## config.mk

```make
export PLATFORM = sky130hd
export DESIGN_NAME = fp_mul_arbiter
export DESIGN_NICKNAME = d
export VERILOG_FILES = /design/src/rtl/fpu_pkg.sv /design/src/rtl/multiplier.sv /design/src/rtl/rr_arbiter.sv /design/src/rtl/fp_mul_arbiter.sv
export SDC_FILE = /design/constraint.sdc
export NUM_CORES = 2
export LEC_CHECK = 0
export ABC_AREA = 0
export ABC_CLOCK_PERIOD_IN_PS = 25400
export BUFFER_PORTS_ARGS = -buffer_cell sky130_fd_sc_hd__buf_2
export CAP_MARGIN = 0
export CORE_MARGIN = 3
export CORE_UTILIZATION = 45
export CTS_CLUSTER_DIAMETER = 40
export DETAILED_ROUTE_END_ITERATION = 16
export GPL_TIMING_DRIVEN = 0
export PLACE_DENSITY = 0.71
export SYNTH_ARGS = -nofsm -noshare
export SYNTH_HDL_FRONTEND = slang
export SYNTH_SLANG_ARGS = --single-unit
```

## constraint.sdc

```tcl
create_clock -name clk -period 25.4 [get_ports clk]
set_input_delay 3.81 -clock clk [delete_from_list [all_inputs] [get_ports clk]]
set_output_delay 3.81 -clock clk [all_outputs]
set_load 0.1 [all_outputs]
```

## src/rtl/fpu_pkg.sv

```systemverilog
// Shared FPU definitions: FP32 special-value constants and the multiply-arbiter FSM state type.
package fpu_pkg;

    localparam logic [31:0] FP32_POS_INF = 32'h7F80_0000;
    localparam logic [31:0] FP32_NEG_INF = 32'hFF80_0000;
    localparam logic [31:0] FP32_ZERO    = 32'h0000_0000;

    typedef enum logic [1:0] {
        IDLE = 2'd0,
        EXEC = 2'd1,
        RESP = 2'd2
    } arb_state_t;

endpackage

```

## src/rtl/multiplier.sv

```systemverilog
// Combinational FP32 multiplier: subnormal operands flush to zero, round-to-nearest-even.
// Exception flags an Inf/NaN operand and forces a zero result; Overflow/Underflow saturate.
module multiplier (
    input  logic [31:0] a,
    input  logic [31:0] b,
    output logic        Exception,
    output logic        Overflow,
    output logic        Underflow,
    output logic [31:0] result
);

    logic        sign_s;
    logic        zero_s;
    logic        guard_s;
    logic        sticky_s;
    logic        rnd_s;
    logic [23:0] man_a_s;
    logic [23:0] man_b_s;
    logic [23:0] man_rnd_s;
    logic [47:0] prod_s;
    logic [22:0] man_s;
    logic [9:0]  exp_s;

    assign sign_s    = a[31] ^ b[31];
    assign Exception = (&a[30:23]) | (&b[30:23]);
    assign zero_s    = (a[30:23] == 8'd0) | (b[30:23] == 8'd0);
    assign man_a_s   = {1'b1, a[22:0]};
    assign man_b_s   = {1'b1, b[22:0]};
    assign prod_s    = {24'd0, man_a_s} * {24'd0, man_b_s};

    // Normalise to 1.x and keep guard/sticky; a rounding carry bumps the exponent.
    assign man_s     = prod_s[47] ? prod_s[46:24] : prod_s[45:23];
    assign guard_s   = prod_s[47] ? prod_s[23] : prod_s[22];
    assign sticky_s  = prod_s[47] ? (|prod_s[22:0]) : (|prod_s[21:0]);
    assign rnd_s     = guard_s & (sticky_s | man_s[0]);
    assign man_rnd_s = {1'b0, man_s} + {23'd0, rnd_s};
    assign exp_s     = {2'b00, a[30:23]} + {2'b00, b[30:23]} - 10'd127
                     + {9'd0, prod_s[47]} + {9'd0, man_rnd_s[23]};

    assign Overflow  = ~Exception & ~zero_s & ~exp_s[9] & (exp_s[8:0] >= 9'd255);
    assign Underflow = ~Exception & ~zero_s & (exp_s[9] | (exp_s == 10'd0));
    assign result    = Exception ? 32'd0 :
                       zero_s    ? {sign_s, 31'd0} :
                       Overflow  ? {sign_s, 8'hFF, 23'd0} :
                       Underflow ? {sign_s, 31'd0} :
                                   {sign_s, exp_s[7:0], man_rnd_s[22:0]};

endmodule

```

## src/rtl/rr_arbiter.sv

```systemverilog
// Round-robin arbiter: first set request at or after ptr (wrapping) wins; one-hot + encoded grant.
module rr_arbiter #(
    parameter  int N_REQ = 4,
    localparam int ID_W  = $clog2(N_REQ)
) (
    input  logic [N_REQ-1:0] req,
    input  logic [ID_W-1:0]  ptr,
    output logic [N_REQ-1:0] gnt,
    output logic [ID_W-1:0]  idx,
    output logic             any
);

    localparam logic [ID_W:0] N_VAL = (ID_W+1)'(N_REQ);

    logic [ID_W:0] sum_s;
    logic [ID_W:0] pos_s;
    logic          hit_s;
    logic          found_s;

    // Rotating priority search starting at ptr.
    always_comb begin
        gnt     = {N_REQ{1'b0}};
        idx     = {ID_W{1'b0}};
        found_s = 1'b0;
        sum_s   = {(ID_W+1){1'b0}};
        pos_s   = {(ID_W+1){1'b0}};
        hit_s   = 1'b0;
        for (int k = 0; k < N_REQ; k++) begin
            sum_s   = {1'b0, ptr} + (ID_W+1)'(k);
            pos_s   = (sum_s >= N_VAL) ? (sum_s - N_VAL) : sum_s;
            hit_s   = req[pos_s[ID_W-1:0]] & ~found_s;
            gnt     = gnt | ({{(N_REQ-1){1'b0}}, hit_s} << pos_s);
            idx     = hit_s ? pos_s[ID_W-1:0] : idx;
            found_s = found_s | hit_s;
        end
    end

    assign any = |req;

endmodule

```

## src/rtl/fp_mul_arbiter.sv

```systemverilog
// Shares one FP32 multiplier between N_REQ requesters with round-robin arbitration.
// Define FP_MUL_STICKY_FLAGS_EN to add the sticky_flags/sticky_clr accumulation port pair.
module fp_mul_arbiter #(
    parameter  int N_REQ = 4,
    localparam int ID_W  = $clog2(N_REQ)
) (
    input  logic                  clk,
    input  logic                  rst,
    input  logic [N_REQ-1:0]      req_valid,
    output logic [N_REQ-1:0]      req_ready,
    input  logic [N_REQ*32-1:0]   req_a,
    input  logic [N_REQ*32-1:0]   req_b,
    output logic                  rsp_valid,
    input  logic                  rsp_ready,
    output logic [ID_W-1:0]       rsp_id,
    output logic [31:0]           rsp_result,
    output logic                  rsp_exception,
    output logic                  rsp_overflow,
    output logic                  rsp_underflow,
    output logic                  busy
`ifdef FP_MUL_STICKY_FLAGS_EN
    ,
    output logic [2:0]            sticky_flags,
    input  logic                  sticky_clr
`endif
);

    import fpu_pkg::*;

    arb_state_t       state_r;
    arb_state_t       state_nxt_s;
    logic [ID_W-1:0]  rr_ptr_r;
    logic [ID_W-1:0]  id_r;
    logic [ID_W-1:0]  gnt_idx_s;
    logic [N_REQ-1:0] gnt_s;
    logic             any_s;
    logic             grant_en_s;
    logic             grant_fire_s;
    logic [31:0]      op_a_r;
    logic [31:0]      op_b_r;
    logic [31:0]      mul_res_s;
    logic             mul_exc_s;
    logic             mul_ovf_s;
    logic             mul_unf_s;
    logic             rsp_valid_r;
    logic [ID_W-1:0]  rsp_id_r;
    logic [31:0]      rsp_result_r;
    logic             rsp_exc_r;
    logic             rsp_ovf_r;
    logic             rsp_unf_r;

    rr_arbiter #(.N_REQ(N_REQ)) u_rr (
        .req (req_valid),
        .ptr (rr_ptr_r),
        .gnt (gnt_s),
        .idx (gnt_idx_s),
        .any (any_s)
    );

    multiplier u_mul (
        .a         (op_a_r),
        .b         (op_b_r),
        .Exception (mul_exc_s),
        .Overflow  (mul_ovf_s),
        .Underflow (mul_unf_s),
        .result    (mul_res_s)
    );

    // A new op can be taken while idle or in the same cycle the pending response is consumed.
    assign grant_en_s   = (state_r == IDLE) || ((state_r == RESP) && rsp_ready);
    assign grant_fire_s = grant_en_s & any_s;
    assign req_ready    = grant_en_s ? gnt_s : {N_REQ{1'b0}};
    assign busy         = (state_r != IDLE);

    // FSM state register.
    always_ff @(posedge clk) begin
        if (rst) begin
            state_r <= IDLE;
        end else begin
            state_r <= state_nxt_s;
        end
    end

    // FSM next-state decode.
    always_comb begin
        state_nxt_s = state_r;
        case (state_r)
            IDLE: begin
                if (any_s) begin
                    state_nxt_s = EXEC;
                end else begin
                    state_nxt_s = IDLE;
                end
            end
            EXEC: state_nxt_s = RESP;
            RESP: begin
                if (rsp_ready && any_s) begin
                    state_nxt_s = EXEC;
                end else if (rsp_ready) begin
                    state_nxt_s = IDLE;
                end else begin
                    state_nxt_s = RESP;
                end
            end
            default: state_nxt_s = IDLE;
        endcase
    end

    // Operand capture on grant, product capture in EXEC, response release on handshake.
    always_ff @(posedge clk) begin
        if (rst) begin
            rr_ptr_r     <= {ID_W{1'b0}};
            id_r         <= {ID_W{1'b0}};
            op_a_r       <= FP32_ZERO;
            op_b_r       <= FP32_ZERO;
            rsp_valid_r  <= 1'b0;
            rsp_id_r     <= {ID_W{1'b0}};
            rsp_result_r <= FP32_ZERO;
            rsp_exc_r    <= 1'b0;
            rsp_ovf_r    <= 1'b0;
            rsp_unf_r    <= 1'b0;
        end else begin
            if (grant_fire_s) begin
                op_a_r   <= req_a[{gnt_idx_s, 5'd0} +: 32];
                op_b_r   <= req_b[{gnt_idx_s, 5'd0} +: 32];
                id_r     <= gnt_idx_s;
                rr_ptr_r <= (gnt_idx_s == ID_W'(N_REQ-1)) ? {ID_W{1'b0}} : gnt_idx_s + ID_W'(1);
            end
            if (state_r == EXEC) begin
                rsp_valid_r  <= 1'b1;
                rsp_id_r     <= id_r;
                rsp_result_r <= mul_res_s;
                rsp_exc_r    <= mul_exc_s;
                rsp_ovf_r    <= mul_ovf_s;
                rsp_unf_r    <= mul_unf_s;
            end else if ((state_r == RESP) && rsp_ready) begin
                rsp_valid_r  <= 1'b0;
            end
        end
    end

    assign rsp_valid     = rsp_valid_r;
    assign rsp_id        = rsp_id_r;
    assign rsp_result    = rsp_result_r;
    assign rsp_exception = rsp_exc_r;
    assign rsp_overflow  = rsp_ovf_r;
    assign rsp_underflow = rsp_unf_r;

`ifdef FP_MUL_STICKY_FLAGS_EN
    logic [2:0] sticky_r;

    // Accumulates {exc, ovf, unf} of every captured product; a clear beats a same-cycle set.
    always_ff @(posedge clk) begin
        if (rst) begin
            sticky_r <= 3'b000;
        end else if (sticky_clr) begin
            sticky_r <= 3'b000;
        end else if (state_r == EXEC) begin
            sticky_r <= sticky_r | {mul_exc_s, mul_ovf_s, mul_unf_s};
        end
    end

    assign sticky_flags = sticky_r;
`endif

endmodule

```

## After elaboration in Yosys (flattened, before gate mapping)

Cells that the tools add are included.

- Register bits after elaboration: 108
- Latch bits: 0
- Memory bits (writable): 0
- Memory bits (read-only): 0
- Input port bits: 263
- Output and inout bits: 43
- Logic and storage cells: 113
- Memories: 0

- $add $sub $neg: 13
- Multipliers: 1
- Div/mod/pow operators: 0
- Order comparisons: 9
- Equal/unequal tests: 3
- Shifts and indexed selects: 6
- Multiplexer cells: 31
- Bitwise operators: 25
- Reduce and logical (&&, ||, !) cells: 14

Operator list:

| operator | count |
|---|---|
| $shiftx 128x8->32 | 2 |
| $mux 31 | 3 |
| $mul 24x24->48 | 1 |
| $mux 32 | 1 |
| $add 23x1->24 | 1 |
| $mux 23 | 1 |
| $reduce_or 23->1 | 1 |
| $reduce_or 22->1 | 1 |
| $add 10x1->10 | 2 |
| $logic_not 8->1 | 2 |
| $reduce_and 8->1 | 2 |
| $shl 1x3->4 | 4 |
| $mux 2 | 7 |
| $lt 2x3->1 const B | 4 |
| $mux 3 | 4 |
| $or 4x4->4 | 3 |
| $logic_not 10->1 | 1 |
| $sub 10x7->10 const B | 1 |
| $add 8x8->9 | 1 |
| $and 1x1->1 | 9 |
| $ge 3x3->1 const B | 3 |
| $ge 9x8->1 const B | 1 |
| $mux 1 | 9 |
| $sub 3x3->3 const B | 3 |
| other kinds (18) | 35 |

## Depth between registers and ports, before layout

- Depth in word-level cells: 15
- Mapped depth: 49
- Mapped depth without buffers: 45

## Modules after synthesis

A second synthesis with hierarchy kept.

- Cell total of the unflattened synthesis: 2994
- Area total of the unflattened synthesis: 26421.6 um2

Modules (own cells, without submodules):

| module | instances | cells an instance | area each (um2) | seq. area each (um2) |
|---|---|---|---|---|
| multiplier | 1 | 2514 | 20951.3 | 0.0 |
| fp_mul_arbiter | 1 | 419 | 5041.1 | 2162.1 |
| rr_arbiter | 1 | 61 | 429.2 | 0.0 |

## Worst setup path before layout

Ideal clock, no wire load.

- Path kind: register -> register
- From: register op_a_r[13]
- To: register rsp_result_r[18] (netlist: rsp_result[18])
- Library setup time: 79 ps
- Data arrival time: 11285 ps
- Required time: 25321 ps
- Slack: 14035 ps
- Stages on the path, launching flop included: 49
- Buffers on the path: 4
- Clock period less this slack: 11365 ps
- Cells stage by stage: dfxtp_1 clkbuf_1 nand2_1 fa_1 inv_1 fa_1 inv_1 fa_1 inv_1 fa_1 inv_1 fa_1 inv_1 fa_1 inv_1 fa_1 inv_1 ha_1 [... 13 more ...] ha_1 inv_1 ha_1 inv_1 fa_1 xnor3_1 nand3b_1 a211oi_1 o21ai_0 o41ai_1 a311oi_1 o31a_1 or3b_1 buf_4 or2_1 buf_6 o311a_1 o211ai_1

- Cells in the longest elaborated chain, start to end: 14
- Elaborated cells between the ends (all ways): 22
- Classes of those cells: add/sub: 3; mul: 1; order compare: 1; mux: 7; bitwise: 7; reduce/logical: 3

Ends and longest elaborated chain:

| item | RTL line | RTL |
|---|---|---|
| start, declared | fp_mul_arbiter.sv:39 | `logic [31:0] op_a_r;` |
| start signal, assigned | fp_mul_arbiter.sv:124 | `op_a_r <= req_a[{gnt_idx_s, 5'd0} +: 32];` |
| $mul 24x24->48 (*) | multiplier.sv:29 | `assign prod_s = {24'd0, man_a_s} * {24'd0, man_b_s};` |
| branches (longest 10 deep; another with $add 23x1->24) | - |  |
| $mux 31 (*) | multiplier.sv:44 | `Overflow ? {sign_s, 8'hFF, 23'd0} :` |
| $mux 31 (*) | multiplier.sv:43 | `zero_s ? {sign_s, 31'd0} :` |
| $mux 32 (*) | multiplier.sv:42 | `assign result = Exception ? 32'd0 :` |
| end signal, assigned | fp_mul_arbiter.sv:132 | `rsp_result_r <= mul_res_s;` |
| end, declared | fp_mul_arbiter.sv:47 | `logic [31:0] rsp_result_r;` |

Every way passes the cells marked *.
A chain may end at the register's enable or synchronous reset.

## Final worst setup path

- From: register op_b_r[9]
- To: register rsp_result_r[18] (netlist: rsp_result[18])

- Cells in the longest elaborated chain, start to end: 14
- Elaborated cells between the ends (all ways): 22
- Classes of those cells: add/sub: 3; mul: 1; order compare: 1; mux: 7; bitwise: 7; reduce/logical: 3

Ends and longest elaborated chain:

| item | RTL line | RTL |
|---|---|---|
| start, declared | fp_mul_arbiter.sv:40 | `logic [31:0] op_b_r;` |
| start signal, assigned | fp_mul_arbiter.sv:125 | `op_b_r <= req_b[{gnt_idx_s, 5'd0} +: 32];` |
| $mul 24x24->48 (*) | multiplier.sv:29 |  |
| branches (longest 10 deep; another with $add 23x1->24) | - |  |
| $mux 31 (*) | multiplier.sv:44 |  |
| $mux 31 (*) | multiplier.sv:43 |  |
| $mux 32 (*) | multiplier.sv:42 |  |

Marked as above.

==> qor.log <==
[cells_and_area] Storage cell area 2160 sq um
[sta] transition at the pin with the smallest max-transition slack 1.25 ns
[critical_path] master of the slowest instance on the critical path sky130_fd_sc_hd__xnor2_1
[grt] vias in the first global route 25800
[synth] post-synthesis async set-or-reset flop share 0%
[synth] portion of netlist area occupied by mux cells 0.701%
[cells_and_area] commonest non-fill, non-tap cells in the layout sky130_fd_sc_hd__inv_1, sky130_fd_sc_hd__nand2_1, sky130_fd_sc_hd__fa_1
[cts] maximum number of buffers from clock root to sink 2
[critical_path] max incr delay on CP 0.97 ns
[synth] post-synthesis sequential area ratio 7.92%
[place] placed instance area 29800 sq um
[place] number of port buffers 304
[place] placer congestion estimate 0.998
[sta] accumulated negative setup slack 0 ns
[synth] Seq cells post-synth 108
[die] number of top-level pins 306
[synth] synthesized net count 4264
[cells_and_area] multi-input gate area in the final layout 22100 sq um
[sta] number of pins exceeding their max-slew limit in the final report 0
[sta] final cycle utilization of the critical path 54.0%
[routing] Remaining DRCs 0
[sta] final setup slack of the worst path 11.68 ns
[critical_path] Most common cell on crit path sky130_fd_sc_hd__fa_1
[cts] clk_lat worst skew 0.40 ns
[critical_path] worst setup path category reg -> reg
[critical_path] CP required 25.72 ns
[synth] Most used DFF post-synth sky130_fd_sc_hd__dfxtp_1
[synth] largest family of logic cells by synthesized area adder cells
[sta] relative max-transition margin 15.8%
[cts] clock edge transition at the registers on the reported setup and hold paths 0.08 ns
[cells_and_area] area overhead of the layout relative to synthesis 10.2%
[grt] initial antenna violation count 4
[synth] count of yosys warnings during synthesis 0
[routing] count of vias placed by the detailed router 25200
[cells_and_area] post-route cell area 30100 sq um
[routing] number of nets with antenna violations after detailed routing 0
[synth] total standard cell area after synthesis 27300 sq um
[routing] final routed wirelength across all metal layers 97700 um
[synth] fraction of the mapped netlist area in compound gates 12.6%
[critical_path] kind of cell adding the most delay to the critical path adder cells
[sta] number of hold-slack violations in the final timing report 0
[place] HPWL after DPL 81400 um
[critical_path] Worst Path Buf+Inv 11
[cells_and_area] Total Nets Final 4579
[grt] largest net degree at the start of global routing 20
[die] count of standard-cell rows 89
[routing] length of the first detailed-routing pass in iterations 5
[cts] clock tree from TritonCTS yes
[die] initial cell density of the core 45.8%
[cts] Max H-tree Level 3
[cells_and_area] fraction of final layout cells sized beyond drive strength 1 10.5%
[synth] arithmetic-cell share of the synthesized area counting full adders, half adders and majority gates 44.2%
[synth] count of distinct cell types in the synthesized netlist 107
[sta] endpoints failing setup 0
[synth] Avg Inst Size Synth 8.21 sq um
[critical_path] critical path startpoint category flip-flop
[cells_and_area] most common cell after layout, fill and taps aside sky130_fd_sc_hd__inv_1
[hold_path] Tightest Hold Check Type reg -> reg
[critical_path] arrival time at the worst endpoint 14.03 ns
[die] core outline area 59600 sq um
[cts] number of buffers inserted to repair setup after CTS 0
[cts] cts-stage hold buffer count 0
[cts] CTS-repair resized insts 0
[critical_path] Critical Path Sink Type flip-flop
[die] Die Span Y 252 um
[critical_path] Max FO, Critical Path 10
[sta] f_max 0.0729 GHz
[grt] gr ovfl total 0
[run_status] status complete, no violations
[die] area of the die 63700 sq um
[cts] number of buffers created by CTS 9
[sta] setup repair after global routing missed its margin false
[synth] simple-gate share of the synthesized area 20.9%
[run] number of maximum-capacitance constraint violations 0
[sta] clock period minus worst slack 13.72 ns
[synth] number of flops mapped to enable cells by yosys 0
[place] Setup Slack @ Placement 11.91 ns
[synth] area share of xor/xnor cells in the synthesized design 2.59%
[sta] worst setup skew after layout 0.0184 ns
[grt] first-pass GRT wire length 150000 um
[routing] final routed wire length divided by cell count 22.1 um
[die] DIE WIDTH 252 um
[cts] CTS sink cnt 108
[cells_and_area] count of filler cells inserted in the layout 5794
[routing] drt via density 5.70
[cts] clock tree root buffer cell sky130_fd_sc_hd__clkbuf_16
[routing] DRT iter0 DRCs 2066
[synth] synthesized netlist cell count 3326
[grt] Total GRT Usage 31.1%
-- state kept, by name (all words and copies together) (netlist names) --
signal and flops:
rsp_exception 1, rsp_id 2, op_b_r 32, id_r 2
rsp_underflow 1, rsp_valid 1, rr_ptr_r 2, rsp_overflow 1
rsp_result 32, state_r 2, op_a_r 32
-- stage by stage --
stage	hold slack (ns)	util (%)	instances
floorplan	0.432	-	3326
global placement	0.425	50.0	4403
detailed placement	0.426	50.0	4403
CTS	0.444	50.5	4418
global route	0.460	50.5	4419
finish	0.447	50.5	4420
-- cells by family (layout without fill, tap and decap cells) --
group                    after synthesis  count (layout)
buffers and inverters                793            1112
multiplexers                          17              17
XOR/XNOR                              74              74
adder cells (fa/ha/maj)              675             675
AO/OA/AOI/OAI                        491             491
flip-flops                           108             108
AND/OR/NAND/NOR                     1168            1168
other                                  0               2
-- worst reg2reg max path: cells and delay by family, from the launching register on --
| family | cells | cell delay (ns) |
|---|---|---|
| xor gates and xnor gates | 2 | 1.39 |
| and+or+nand+nor | 11 | 2.93 |
| DFF | 1 | 0.74 |
| muxes | 2 | 0.48 |
| adders and majority gates | 11 | 4.85 |
| buffers and inverters | 11 | 1.55 |
| AOI/OAI and AO/OA | 9 | 1.75 |
-- worst paths after layout --
kind	startpoint	end	slack, ns	cells past startpoint
worst min register to register	rsp_result[13]	rsp_result[13]	0.45	2
worst min-delay path	rsp_result[13]	rsp_result[13]	0.45	2
worst max-delay path	op_b_r[9]	rsp_result[18]	11.68	46
worst max register to register	op_b_r[9]	rsp_result[18]	11.68	46
-- layer usage --
layer | part of all wire, % | up-vias | global-route usage (%)
met1 | 39 | 12500 | 39.3
met2 | 47 | 1234 | 51.8
met5 | 0.012 | - | 0
met4 | 5.6 | 2 | 14.5
met3 | 9.1 | 273 | 5.84
li1 | - | 11100 | -
-- cells in the mapped netlist (all sizes together) (8+ instances only) --
cell type,number,area (sq um)
a211o,8,71.3
a211oi,81,631
a21boi,10,86.3
a21o,21,158
a21oi,159,815
a22oi,8,60.1
a311oi,67,599
a31oi,12,90.1
and2,321,2010
and3,15,98.8
buf,27,148
clkbuf,167,627
dfxtp,108,2160
fa,484,9690
ha,191,2390
inv,595,2230
mux2i,12,120
nand2,495,1860
nand2b,14,87.6
nand3,34,170
nand3b,8,60.1
nand4,29,188
nor2,173,654
nor2b,8,50.1
nor3,29,150
nor4,15,130
o211ai,10,75.1
o21a,11,82.6
o21ai,54,274
xnor2,44,404
xor2,29,280
-- area by class of cell --
| cell class | instances | area share (%) |
|---|---|---|
| multi-input cells | 2425 | 73.5 |
| inverters | 599 | 7.47 |
| flip-flops and latches | 108 | 7.18 |
| repair buffers | 304 | 5.06 |
| well taps | 773 | 3.21 |
| plain buffers | 194 | 2.57 |
| clock buffers | 9 | 0.748 |
| clock inverters | 6 | 0.204 |
| diodes | 2 | 0.0166 |
Power is not shown: default switching activity piles up to over one toggle a cycle in this logic, so the estimate is an artifact.
